<file path="src/rtl/pc_fetch_unit.sv">
// Program counter and instruction-fetch sequencer.
// Holds the PC and produces the sequential and branch candidates for the
// PC-select mux. Fetches one instruction per PC from instruction memory and
// holds it for the decoder until execution is allowed to retire.
module pc_fetch_unit #(
  parameter logic [31:0] RESET_PC   = 32'h0000_0000,
  parameter int          OFFSET_W   = 8,
  parameter int          WORD_SHIFT = 2
) (
  input  logic                clk,
  input  logic                reset,
  input  logic [31:0]         next_pc,
  input  logic [OFFSET_W-1:0] offset,
  input  logic                stall,
  input  logic                imem_busywait,
  input  logic [31:0]         imem_rdata,
  output logic [31:0]         pc,
  output logic [31:0]         pc_plus4,
  output logic [31:0]         branch_target,
  output logic                imem_read,
  output logic [31:0]         imem_addr,
  output logic [31:0]         instr,
  output logic                instr_valid
);

  typedef enum logic [1:0] {S_FETCH, S_WAIT, S_EXEC} state_t;

  state_t      state, state_nxt;
  logic        capture;   // latch imem_rdata this edge
  logic        advance;   // retire: load next_pc this edge
  logic [31:0] off_ext;

  // Datapath: both mux candidates derive from the registered PC only.
  assign off_ext       = {{(32-OFFSET_W){offset[OFFSET_W-1]}}, offset};
  assign pc_plus4      = pc + 32'd4;
  assign branch_target = pc_plus4 + (off_ext << WORD_SHIFT);
  assign imem_addr     = pc;

  // Next state and handshake; busywait is ignored in EXEC, stall outside it.
  always_comb begin
    state_nxt = state;
    capture   = 1'b0;
    advance   = 1'b0;
    imem_read = 1'b0;
    case (state)
      S_FETCH, S_WAIT: begin
        imem_read = ~reset;
        if (!imem_busywait) begin
          capture   = 1'b1;
          state_nxt = S_EXEC;
        end else begin
          state_nxt = S_WAIT;
        end
      end
      S_EXEC: begin
        if (!stall) begin
          advance   = 1'b1;
          state_nxt = S_FETCH;
        end
      end
      default: state_nxt = S_FETCH;
    endcase
  end

  // State, PC and instruction latch; reset drops any outstanding read at once.
  always_ff @(posedge clk or posedge reset) begin
    if (reset) begin
      state       <= S_FETCH;
      pc          <= RESET_PC;
      instr       <= 32'd0;
      instr_valid <= 1'b0;
    end else begin
      state <= state_nxt;
      if (capture) begin
        instr       <= imem_rdata;
        instr_valid <= 1'b1;
      end
      if (advance) begin
        pc          <= next_pc;
        instr_valid <= 1'b0;
      end
    end
  end

endmodule

</file>
<file path="config.mk">
export PLATFORM = sky130hd
export DESIGN_NAME = pc_fetch_unit
export DESIGN_NICKNAME = d
export VERILOG_FILES = /design/src/rtl/pc_fetch_unit.sv
export SDC_FILE = /design/constraint.sdc
export NUM_CORES = 1
export LEC_CHECK = 0
export ABC_CLOCK_PERIOD_IN_PS = 3150
export BUFFER_PORTS_ARGS = -buffer_cell sky130_fd_sc_hd__buf_2
export CORE_UTILIZATION = 35
export CTS_CLUSTER_DIAMETER = 80
export DETAILED_ROUTE_END_ITERATION = 6
export PLACE_DENSITY = 0.67
export SYNTH_ARGS = -nofsm -noshare
export SYNTH_HDL_FRONTEND = slang
export SYNTH_SLANG_ARGS = --single-unit
export TNS_END_PERCENT = 50
</file>
<file path="constraint.sdc">
create_clock -name clk -period 3.15 [get_ports clk]
set_input_delay 0.315 -clock clk [delete_from_list [all_inputs] [get_ports clk]]
set_output_delay 0.315 -clock clk [all_outputs]
set_load 0.02 [all_outputs]
</file>
==> results.json <==
{
  "yosysTopAreaCell": "dfrtp_1",
  "syn_nets": 596,
  "report.final.slew_viol_count": 0,
  "cap_violations": 0,
  "clock_latency_ns": 0.32,
  "hold_path.class": "in -> async",
  "worst-endpoint-arrival_ns": 3.20,
  "fin_total_pwr_uw": 8500,
  "clockBufferDepth": 2,
  "cts_tree": "done",
  "crit_required_ns": 2.83,
  "htreeDepth": 3,
  "leakage_uw": 0.00397,
  "violations": "negative setup slack",
  "async_flop_share": 1.00,
  "grt_max_degree": 32,
  "antenna_left": 0,
  "dr_total_vias": 4923,
  "grt_pass1_vias": 5062,
  "dp_slack_ns": -0.153,
  "wl_per_cell_um": 15.6,
  "yosysUniqueCellTypes": 52,
  "p_per_area_nw_per_um2": 1030,
  "vdd_ir_drop_max_mv": 0.423,
  "grt_usage": 0.216,
  "setup_viol": 21,
  "drt_wl_total_mm": 15.7,
  "worstSetupPathType": "reg -> out",
  "fin_crit_ns": 3.52,
  "max_freq_mhz": 284,
  "ys_warn_count": 0,
  "routabilityCongestion": 0.866,
  "drtIter0Drc": 206,
  "cp_cell_sequence": "and4_4 -> nand3_4 -> buf_4 -> nor2_2 -> xor2_2 -> ha_2 -> a21oi_2 -> nor3_2 -> a211oi_2 -> o41ai_4 -> a21oi_2 -> buf_4 -> xnor2_2 -> buf_4",
  "initial_utilization": 0.364,
  "antenna_found_initial": 1,
  "slew_headroom": 0.600,
  "rsz0062_at_grt": "true",
  "vias_per_cell": 4.87,
  "io_buffers": 237,
  "cts.clk_slew.worst_paths_ns": 0.06,
  "hpwl_mm": 12.7,
  "nFillCells": 1104,
  "clock_skew_ns": 0.00472,
  "synth_edf_count": 0,
  "tightest_slew_ns": 0.598,
  "post_route_cells_drive_above_1_share": 0.707,
  "finalHoldViolations": 0,
  "root_buffer": "clkbuf_16",
  "drc_errors": 0,
  "finalNetCount": 938,
  "ys_seq_elements": 67,
  "syn_inst": 486,
  "cp-start-kind": "flop",
  "cpMostUsedCell": "buf_4",
  "yosys-top-cells-count": "dfrtp_1 (67), mux2_2 (51), xnor2_1 (41)",
  "layout_setup_ws_ns": -0.368,
  "seq_area_frac_synth": 0.343,
  "cp-end-kind": "output pin",
  "area_delta_synth_final_pct": 69.5,
  "dieArea_sq_um": 14400,
  "core_area_sq_um": 13400,
  "finalCritPeriodShare": 1.12,
  "multi_input_area_sq_um": 3620,
  "ios": 238,
  "dr.pass1.iters": 4,
  "synth_ff_type": "dfrtp_1",
  "crit_fanout": 5,
  "max_stage_delay_ns": 0.36,
  "critPathSlowestCell": "dfrtp_2",
  "synth_area_per_cell_sq_um": 10.0,
  "status": "finished, violations left",
  "netlist_top_cells_area": "dfrtp_1 (34%), mux2_2 (12%), ha_1 (8.5%), xnor2_1 (7.4%), buf_4 (5.5%)",
  "grt.overflow.total": 0,
  "grt_pass1_wl_mm": 24.8,
  "netlist_area_sq_um": 4880,
  "die_w_um": 120,
  "std_cell_rows": 42,
  "utilization": 0.617,
  "fp.dieH_um": 120,
  "seqCellArea_sq_um": 1700,
  "cts.sinks": 67,
  "yosysTopAreaCellShare": 0.343,
  "synth.most_common_cell": "dfrtp_1",
  "cts-buffers-inserted": 9
}
[routing by layer]
| metal | global-route usage | vias to the layer above | part of all wire |
|---|---|---|---|
| met5 | 0 | - | 0 |
| met4 | 0.0719 | 0 | 0.017 |
| met3 | 0.0385 | 24 | 0.050 |
| met2 | 0.387 | 143 | 0.52 |
| met1 | 0.259 | 2357 | 0.41 |
| li1 | - | 2399 | - |
[path summary, 6_finish.rpt]
path	end	slack, ns	depth (start not counted)	start
worst max-delay path	branch_target[20]	-0.37	14	imem_addr[5]
worst min-delay path	instr[4]	0.08	2	reset
worst max register to register	instr[8]	1.50	3	state[1]
worst min register to register	instr[12]	0.50	1	instr[12]
max in group asynchronous	imem_addr[19]	2.35	3	reset
min in group clk	imem_addr[17]	0.21	2	next_pc[17]
[cell usage in the layout, fill, tap and decap left out, types with 18 or more instances in the layout]
cell type	n
mux2_2	51
nand2_1	23
xnor2_1	18
xnor2_2	20
buf_2	215
dfrtp_1	51
buf_4	158
nand4_1	18
[cell families (layout without fill, tap and decap cells)]
| group | after synthesis | in the layout | synth area share |
|---|---|---|---|
| other cells | 0 | 1 | 0 |
| buf+inv | 62 | 409 | 0.0769 |
| mux | 63 | 63 | 0.145 |
| fa+ha+maj | 34 | 34 | 0.0887 |
| simple gates | 116 | 116 | 0.118 |
| flops | 67 | 67 | 0.343 |
| compound gates | 88 | 88 | 0.126 |
| xor+xnor | 56 | 56 | 0.102 |
[cell type report]
class                      instances  share of cell area
inverter                          11             0.00499
multi-input combinational        357               0.438
clock inverter                     5             0.00907
timing repair buffer             382               0.286
tap                              176              0.0266
antenna                            1            0.000302
clock buffer                      11              0.0306
sequential                        67               0.205
[state kept, by name, summed over array words and instances (netlist names)]
signal       flops
imem_addr       32
instr           32
state            2
instr_valid      1
[critical path: cells and delay by family, from the launching register on]
family	cells	cell delay, ns
xor+xnor	2	0.28
buf+inv	3	0.46
fa+ha+maj	1	0.34
simple gates	4	0.57
flops	1	0.36
compound gates	4	0.86
[timing repair]
item	CTS	global route
resized for setup	69	37
endpoints found under the setup margin	22	22
buffers inserted	19	4
hold buffers	0	0
pin swaps	45	21
[report_power, final]
part / internal (uW) / switching, uW
clock network: 731 / 342
logic: 2810 / 3310
registers: 1110 / 191
[stage by stage]
step	instances	area (sq um)	hold WS, ns	setup TNS, ns
final	1010	8270	0.0806	-4.99
after global routing	1009	8270	0.140	-7.87
after CTS	1005	8100	0.0970	-5.73
after detailed placement	970	7310	0.450	-0.955
after global placement	970	7310	0.424	-0.381
after floorplan	486	5350	0.432	-1.86
Power figures use the tool's default switching activity.
